$ cat src/rtl/fifo_wr_arbiter_if.sv
// rtl/fifo_wr_arbiter_if.sv - producer/FIFO-side signal bundle for the round-robin FIFO write arbiter
interface fifo_wr_arbiter_if #(
    parameter int FIFO_WIDTH = 16,
    parameter int NUM_REQ    = 4
);
    localparam int IDX_W = $clog2(NUM_REQ);

    logic [NUM_REQ-1:0]            req;
    logic [NUM_REQ*FIFO_WIDTH-1:0] req_data;
    logic [NUM_REQ-1:0]            gnt;
    logic                          fifo_full;
    logic                          fifo_almostfull;
    logic                          fifo_wr_ack;
    logic                          fifo_overflow;
    logic                          fifo_wr_en;
    logic [FIFO_WIDTH-1:0]         fifo_data_in;
    logic [IDX_W-1:0]              owner;
    logic                          stall;
    logic                          ack_err;
    logic                          ovf_err;

    // Producers and FIFO side: drive requests and FIFO flags, observe grants and the write port
    modport master (
        output req, req_data, fifo_full, fifo_almostfull, fifo_wr_ack, fifo_overflow,
        input  gnt, fifo_wr_en, fifo_data_in, owner, stall, ack_err, ovf_err
    );

    // Arbiter side
    modport slave (
        input  req, req_data, fifo_full, fifo_almostfull, fifo_wr_ack, fifo_overflow,
        output gnt, fifo_wr_en, fifo_data_in, owner, stall, ack_err, ovf_err
    );
endinterface

$ cat src/rtl/fifo_wr_arbiter.sv
// rtl/fifo_wr_arbiter.sv - round-robin burst arbiter sharing one FIFO write port among producers
module fifo_wr_arbiter #(
    parameter int FIFO_WIDTH = 16,
    parameter int NUM_REQ    = 4,
    parameter int BURST_LEN  = 4
) (
    input  logic              clk,
    input  logic              rst,
    fifo_wr_arbiter_if.slave  bus
);
    localparam int IDX_W = $clog2(NUM_REQ);
    localparam logic [3:0]       BURST_MAX = 4'(BURST_LEN);
    localparam logic [IDX_W-1:0] LAST_IDX  = IDX_W'(NUM_REQ - 1);

    typedef enum logic [1:0] {IDLE, BURST, STALL} state_t;

    state_t                state;
    logic [IDX_W-1:0]      ptr;
    logic [IDX_W-1:0]      owner_q;
    logic [3:0]            burst_cnt;
    logic                  wr_en_q;
    logic [FIFO_WIDTH-1:0] data_q;
    logic                  stall_q;
    logic                  wr_en_d;
    logic                  ack_err_q;
    logic                  ovf_err_q;

    logic                  can_issue;
    logic                  keep;
    logic                  found;
    logic [IDX_W-1:0]      cand;
    logic [IDX_W-1:0]      winner;
    logic                  grant;
    logic                  renew;
    logic [IDX_W-1:0]      sel;
    logic [NUM_REQ-1:0]    gnt_c;
    logic [FIFO_WIDTH-1:0] sel_data;

    // A write already in flight will consume the last free slot, so almostfull blocks only then
    assign can_issue = !bus.fifo_full && !(bus.fifo_almostfull && wr_en_q);

    // The current owner keeps the port until its burst quota is spent or it stops requesting
    assign keep = (state != IDLE) && bus.req[owner_q] && (burst_cnt < BURST_MAX);

    // Rotating search: first active requester starting at ptr; lowest offset wins
    always_comb begin
        found  = 1'b0;
        winner = '0;
        cand   = '0;
        for (int k = NUM_REQ - 1; k >= 0; k--) begin
            cand = IDX_W'((int'(ptr) + k) % NUM_REQ);
            if (bus.req[cand]) begin
                found  = 1'b1;
                winner = cand;
            end
        end
    end

    // Grant decision and one-hot grant vector; nothing is granted while reset is held
    always_comb begin
        grant = 1'b0;
        renew = 1'b0;
        sel   = '0;
        gnt_c = '0;
        if (!rst && can_issue) begin
            if (keep) begin
                grant = 1'b1;
                sel   = owner_q;
            end else if (found) begin
                grant = 1'b1;
                renew = 1'b1;
                sel   = winner;
            end
        end
        if (grant) begin
            gnt_c[sel] = 1'b1;
        end
    end

    // Word of the selected requester
    always_comb begin
        sel_data = '0;
        for (int i = 0; i < NUM_REQ; i++) begin
            if (sel == IDX_W'(i)) begin
                sel_data = bus.req_data[i*FIFO_WIDTH +: FIFO_WIDTH];
            end
        end
    end

    // Arbitration FSM with registered FIFO write port, owner, rotate pointer and stall flag
    always_ff @(posedge clk or posedge rst) begin
        if (rst) begin
            state     <= IDLE;
            ptr       <= '0;
            owner_q   <= '0;
            burst_cnt <= '0;
            wr_en_q   <= 1'b0;
            data_q    <= '0;
            stall_q   <= 1'b0;
        end else begin
            if (grant) begin
                wr_en_q <= 1'b1;
                data_q  <= sel_data;
                owner_q <= sel;
                if (renew) begin
                    ptr       <= (sel == LAST_IDX) ? '0 : sel + 1'b1;
                    burst_cnt <= 4'd1;
                end else begin
                    burst_cnt <= burst_cnt + 4'd1;
                end
            end else begin
                wr_en_q <= 1'b0;
            end

            case (state)
                IDLE: begin
                    if (grant) begin
                        state <= BURST;
                    end
                end
                BURST: begin
                    if (!can_issue && bus.req[owner_q]) begin
                        state <= STALL;
                    end else if (can_issue && !grant) begin
                        state <= IDLE;
                    end
                end
                STALL: begin
                    if (can_issue) begin
                        state <= BURST;
                    end
                end
                default: state <= IDLE;
            endcase

            stall_q <= (state == STALL);
        end
    end

    // Sticky protocol checks: every write must be acked the following cycle; overflow never allowed
    always_ff @(posedge clk or posedge rst) begin
        if (rst) begin
            wr_en_d   <= 1'b0;
            ack_err_q <= 1'b0;
            ovf_err_q <= 1'b0;
        end else begin
            wr_en_d <= wr_en_q;
            if (wr_en_d && !bus.fifo_wr_ack) begin
                ack_err_q <= 1'b1;
            end
            if (bus.fifo_overflow) begin
                ovf_err_q <= 1'b1;
            end
        end
    end

    assign bus.gnt          = gnt_c;
    assign bus.fifo_wr_en   = wr_en_q;
    assign bus.fifo_data_in = data_q;
    assign bus.owner        = owner_q;
    assign bus.stall        = stall_q;
    assign bus.ack_err      = ack_err_q;
    assign bus.ovf_err      = ovf_err_q;
endmodule

$ cat src/flat_wrapper.sv
// flat-port wrapper written by rule: the top's interface ports become plain ports
module fifo_wr_arbiter_flat 
#(
    parameter int FIFO_WIDTH = 16,
    parameter int NUM_REQ    = 4,
    parameter int BURST_LEN  = 4
)
  (clk, rst, bus_req, bus_req_data, bus_fifo_full, bus_fifo_almostfull, bus_fifo_wr_ack, bus_fifo_overflow, bus_gnt, bus_fifo_wr_en, bus_fifo_data_in, bus_owner, bus_stall, bus_ack_err, bus_ovf_err);
  fifo_wr_arbiter_if #(.FIFO_WIDTH(FIFO_WIDTH), .NUM_REQ(NUM_REQ)) bus_i ();
  input  logic clk;
  input  logic rst;
  input wire logic [$bits(bus_i.req)-1:0] bus_req;
  input wire logic [$bits(bus_i.req_data)-1:0] bus_req_data;
  input wire logic [$bits(bus_i.fifo_full)-1:0] bus_fifo_full;
  input wire logic [$bits(bus_i.fifo_almostfull)-1:0] bus_fifo_almostfull;
  input wire logic [$bits(bus_i.fifo_wr_ack)-1:0] bus_fifo_wr_ack;
  input wire logic [$bits(bus_i.fifo_overflow)-1:0] bus_fifo_overflow;
  output wire logic [$bits(bus_i.gnt)-1:0] bus_gnt;
  output wire logic [$bits(bus_i.fifo_wr_en)-1:0] bus_fifo_wr_en;
  output wire logic [$bits(bus_i.fifo_data_in)-1:0] bus_fifo_data_in;
  output wire logic [$bits(bus_i.owner)-1:0] bus_owner;
  output wire logic [$bits(bus_i.stall)-1:0] bus_stall;
  output wire logic [$bits(bus_i.ack_err)-1:0] bus_ack_err;
  output wire logic [$bits(bus_i.ovf_err)-1:0] bus_ovf_err;
  assign bus_i.req = bus_req;
  assign bus_i.req_data = bus_req_data;
  assign bus_i.fifo_full = bus_fifo_full;
  assign bus_i.fifo_almostfull = bus_fifo_almostfull;
  assign bus_i.fifo_wr_ack = bus_fifo_wr_ack;
  assign bus_i.fifo_overflow = bus_fifo_overflow;
  assign bus_gnt = bus_i.gnt;
  assign bus_fifo_wr_en = bus_i.fifo_wr_en;
  assign bus_fifo_data_in = bus_i.fifo_data_in;
  assign bus_owner = bus_i.owner;
  assign bus_stall = bus_i.stall;
  assign bus_ack_err = bus_i.ack_err;
  assign bus_ovf_err = bus_i.ovf_err;
  fifo_wr_arbiter #(.FIFO_WIDTH(FIFO_WIDTH), .NUM_REQ(NUM_REQ), .BURST_LEN(BURST_LEN)) u_core (.clk(clk), .rst(rst), .bus(bus_i));
endmodule
$ cat config.mk
export PLATFORM = sky130hd
export DESIGN_NAME = fifo_wr_arbiter_flat
export DESIGN_NICKNAME = d
export VERILOG_FILES = /design/src/rtl/fifo_wr_arbiter_if.sv /design/src/rtl/fifo_wr_arbiter.sv /design/src/flat_wrapper.sv
export SDC_FILE = /design/constraint.sdc
export NUM_CORES = 1
export LEC_CHECK = 0
export ABC_AREA = 1
export CORE_ASPECT_RATIO = 1.1
export CORE_MARGIN = 3
export CORE_UTILIZATION = 44
export DETAILED_ROUTE_END_ITERATION = 10
export HOLD_SLACK_MARGIN = 0.02
export PLACE_DENSITY = 0.86
export SYNTH_ARGS = -nofsm -noshare
export SYNTH_HDL_FRONTEND = slang
export SYNTH_SLANG_ARGS = --single-unit
$ cat constraint.sdc
create_clock -name clk -period 6.7 [get_ports clk]
set_clock_uncertainty 0.1 [all_clocks]
set_input_delay 1.005 -clock clk [delete_from_list [all_inputs] [get_ports clk]]
set_output_delay 1.005 -clock clk [all_outputs]
set_load 0.01 [all_outputs]
After elaboration in Yosys (flattened, before gate mapping)
Cells that the tools add are included.

storage, ports and cells
  input port bits = 74
  output and inout bits = 26
  logic and storage cells = 92
  flip-flop bits (word level) = 31

operators by class
  add/subtract/negate cells = 5
  reduce and logical (&&, ||, !) cells = 20
  magnitude comparators = 8
  multiplexer cells = 41
  equal/unequal tests = 8

operators with widths
  kind                   number
  $mux W16               4
  $mux W2                12
  $lt A2 B3 Y1 const B   6
  $mux W1                16
  $bmux W1 S2            5
  $logic_and A1 B1 Y1    9
  $mux W4                2
  $eq A2 B2 Y1 const B   3
  $logic_not A1 Y1       6
  $pmux W2 S3            1
  $add A2 B1 Y2 const B  2
  $add A2 B2 Y2 const B  2
  $add A4 B1 Y4 const B  1
  $eq A2 B1 Y1 const B   2
  $logic_not A2 Y1       2
  $lt A4 B3 Y1 const B   1
  $ne A2 B1 Y1 const B   2
  $ne A3 B1 Y1 const B   1
  $reduce_and A3 Y1      1
  $demux W1 S2           1
  $ge A2 B1 Y1 const B   1
  $reduce_and A2 Y1      1
  $reduce_bool A2 Y1     1

Longest topological paths before layout
  depth in word-level cells = 15
  mapped depth = 24
  gate-level depth less buffers = 21

Worst setup path after synthesis
Ideal clock, no wire load.

  path kind = in2out
  start point = input bus_fifo_almostfull
  end point = output bus_gnt[1]
  arrival = 2.613 ns
  path buffers = 2
  stages = 12
  required time = 5.595 ns
  slack = 2.982 ns
  cell sequence = a21oi_1 > inv_1 > nor2_1 > nand2_4 > inv_4 > nand2_2 > inv_1 > ha_1 > buf_4 > clkinv_1 > buf_4 > nor2_1

between the ends
  elaborated cells on any way between the ends = 12
  those cells by class = order compare (2); mux (5); reduce/logical (5)

RTL lines
  element              RTL line               RTL
  start: declaration   flat_wrapper.sv:15     input wire logic [$bits(bus_i.fifo_almostfull)-1:0] bus_fifo_almostfull;
  $logic_and A1 B1 Y1  fifo_wr_arbiter.sv:40  assign can_issue = !bus.fifo_full && !(bus.fifo_almostfull && wr_en_q);
  $logic_not A1 Y1     fifo_wr_arbiter.sv:40
  $logic_and A1 B1 Y1  fifo_wr_arbiter.sv:40
  $logic_and A1 B1 Y1  fifo_wr_arbiter.sv:65  if (!rst && can_issue) begin
  $mux W1              fifo_wr_arbiter.sv:65
  via u_core.grant     fifo_wr_arbiter.sv:33  logic grant;
  $mux W4              fifo_wr_arbiter.sv:75  if (grant) begin
  end: declaration     flat_wrapper.sv:18     output wire logic [$bits(bus_i.gnt)-1:0] bus_gnt;

The timed path passes the listed nets, and every way through them passes these cells.

Final worst setup path
Ends and elaborated chain as after synthesis.

==> results.sh <==
export IMPL_dp_cells=434
export IMPL_syn_inst=295
export IMPL_hp_class="flop to flop"
export IMPL_fp_dieW_um=71.4
export IMPL_crit_family="buffers and inverters"
export IMPL_cp_max_fo=42
export IMPL_post_route_period_util=0.848
export IMPL_register_area_um2=776
export IMPL_p_int_mw=0.631
export IMPL_synth_cell_types=26
export IMPL_drive_above_1_share=0.0775
export IMPL_vdd_ir_drop_max_v=0.000196
export IMPL_die_h_um=77.9
export IMPL_syn_area_um2=2070
export IMPL_final_common_cell="clkdlybuf4s50_1"
export IMPL_cts_setup_buffers=0
export IMPL_place_area_um2=3030
export IMPL_grt_max_degree=43
export IMPL_fillers=368
export IMPL_crit_path_end_kind="primary output"
export IMPL_status="finished clean"
export IMPL_p_sw_frac=0.432
export IMPL_multiInputGateArea_um2=1080
export IMPL_crit_chain="clkdlybuf4s50_1 -> a21oi_1 -> inv_1 -> nor2_1 -> nand2_4 -> inv_4 -> nand2_2 -> inv_1 -> ha_1 -> clkinv_1 -> nor2_1 -> clkdlybuf4s50_1"
export IMPL_maxSlewViolCount=0
export IMPL_start_util=0.469
export IMPL_cts_inserted_buffers=5
export IMPL_grt_first_pass_wirelength_mm=9.45
export IMPL_leakage_nw=1.51
export IMPL_finalHoldViolCount=0
export IMPL_maxSlewHeadroom=0.622
export IMPL_viasPerCell=5.06
export IMPL_fin_crit_ps=5680
export IMPL_grt_overflow=0
export IMPL_fin_cells=441
export IMPL_power_density_nw_per_um2=356
export IMPL_syn2layout_area_growth_pct=50.8
export IMPL_cp_arrival_ps=4580
export IMPL_hpwl_mm=4.62
export IMPL_design_area_um2=3120
export IMPL_rsz0062_at_grt="false"
export IMPL_p_sw_mw=0.479
export IMPL_io_pins=100
export IMPL_clk_pin_slew_ps=60
export IMPL_pre_cts_slack_ps=1070
export IMPL_portBuffers=99
export IMPL_nets=466
export IMPL_gr_usage_all_layers=0.210
export IMPL_tritoncts="yes"
export IMPL_ys_seq_elements=31
export IMPL_antennaDiodeCount=0
export IMPL_setup_tns_final_ps=0
export IMPL_ant_nets=0
export IMPL_yosysSeqAreaShare=0.375
export IMPL_cpPeakStageDelay_ps=560
export IMPL_fmax_mhz=176
export IMPL_most_common_layout_cells="clkdlybuf4s50_1 (99), nand2_1 (95), o21ai_0 (36)"
export IMPL_dieArea_um2=5560
export IMPL_cp_slowest_cell="clkdlybuf4s50_1"
export IMPL_antenna_found_initial=0
export IMPL_htreeDepth=2
export IMPL_worstSetupStartpointType="input port"
export IMPL_crit_buf_inv=6
export IMPL_postCtsHoldBufs=0
export IMPL_crit_required_ps=5590
export IMPL_syn_avg_cell_area_um2=7.01
export IMPL_grt_pass1_vias=2113
export IMPL_p_seq_frac=0.286
export IMPL_yosysWarnings=0
export IMPL_std_cell_rows=25
export IMPL_globalplace_congestion=0.876
export IMPL_drt_pass1_iter_count=4
export IMPL_coreArea_um2=4410
export IMPL_pwr_share_comb=0.586
export IMPL_clk_latency_ps=270
export IMPL_cts_resized=0
export IMPL_cts_buffer_depth=2
export IMPL_finalWorstSetupSlack_ps=1020
export IMPL_syn_nets=374
export IMPL_dr_first_iter_drc_count=150
export IMPL_worst_slew_pin_slew_ps=568
export IMPL_clockRootBuffer="clkbuf_8"
export IMPL_power_frac_clock=0.128
export IMPL_drt_wl_total_mm=5.84
export IMPL_crit_type="input port to primary output"
export IMPL_setup_viol_count_final=0
export IMPL_vias=2230
export IMPL_wl_per_cell_um=13.2
export IMPL_cap_violations=0
export IMPL_drc=0
export IMPL_clock_sinks=31
[through the flow]
stage	hold WS [ps]	utilization	total power [mW]
2_1_floorplan	335	-	0.735
3_5_place_dp	299	0.687	0.964
3_3_place_gp	307	0.687	0.944
4_1_cts	315	0.707	1.11
6_report	307	0.707	1.11
5_1_grt	328	0.707	1.21
[cells in the mapped netlist (all sizes together)]
master | number | area (um^2)
a21oi | 19 | 95.1
buf | 13 | 100
o21ai | 58 | 328
ha | 5 | 62.6
o21bai | 1 | 7.51
dfrtp | 31 | 776
nor3 | 1 | 5.00
clkinv | 1 | 3.75
nand2 | 100 | 393
or2 | 1 | 6.26
nor2 | 12 | 47.6
nand3 | 24 | 130
inv | 25 | 96.3
clkbuf | 3 | 11.3
o22ai | 1 | 6.26
[routing by layer]
| layer | part of all wire | vias to the layer above | global-route usage |
|---|---|---|---|
| li1 | - | 1146 | - |
| met3 | 0.069 | 17 | 0.0402 |
| met1 | 0.41 | 968 | 0.264 |
| met4 | 0.026 | 0 | 0.0771 |
| met5 | 0 | - | 0 |
| met2 | 0.49 | 99 | 0.355 |
[state kept, by name, summed over array words and instances, names as in the netlist]
register	cells
u_core.bus.stall	1
u_core.ptr	2
u_core.bus.owner	2
u_core.burst_cnt	4
u_core.wr_en_d	1
u_core.bus.fifo_data_in	16
u_core.state	2
u_core.bus.fifo_wr_en	1
u_core.bus.ovf_err	1
u_core.bus.ack_err	1
[layout make-up]
cell class,count,area share
Tap cell,54,0.0217
Clock buffer,6,0.0265
Inverter,26,0.0321
Multi-Input combinational cell,222,0.347
Sequential cell,31,0.249
Clock inverter,1,0.00161
Timing Repair Buffer,101,0.323
[cell families after synthesis]
group | Yosys count | share of synthesized area
and+or+nand+nor | 138 | 0.281
DFF | 31 | 0.375
buffers and inverters | 42 | 0.102
AOI/OAI and AO/OA | 79 | 0.211
adders and majority gates | 5 | 0.0302
[power by group through the flow]
| stage | combinational [mW] | clock, mW | sequential (mW) |
|---|---|---|---|
| global placement | 0.628 | 0 | 0.316 |
| finish | 0.651 | 0.142 | 0.318 |
| global route | 0.730 | 0.152 | 0.329 |
| CTS | 0.651 | 0.145 | 0.317 |
| detailed placement | 0.646 | 0 | 0.318 |
| floorplan | 0.407 | 0 | 0.328 |
[path summary, 6_finish.rpt]
kind	start	endpoint	slack [ps]	cells after the start
worst max-delay path	bus_fifo_almostfull	bus_gnt[1]	1020	12
worst min register to register	u_core.bus.fifo_wr_en$_DFF_PP0_	u_core.wr_en_d$_DFF_PP0_	310	0
min in group asynchronous	rst	u_core.state[0]$_DFFE_PP0P_	1040	3
max in group asynchronous	rst	u_core.bus.fifo_data_in[12]$_DFFE_PP0P_	5180	3
worst max register to register	u_core.ptr[0]$_DFFE_PP0P_	u_core.bus.fifo_data_in[0]$_DFFE_PP0P_	3060	14
worst min-delay path	u_core.bus.fifo_wr_en$_DFF_PP0_	u_core.wr_en_d$_DFF_PP0_	310	0
Power figures use the tool's default switching activity.
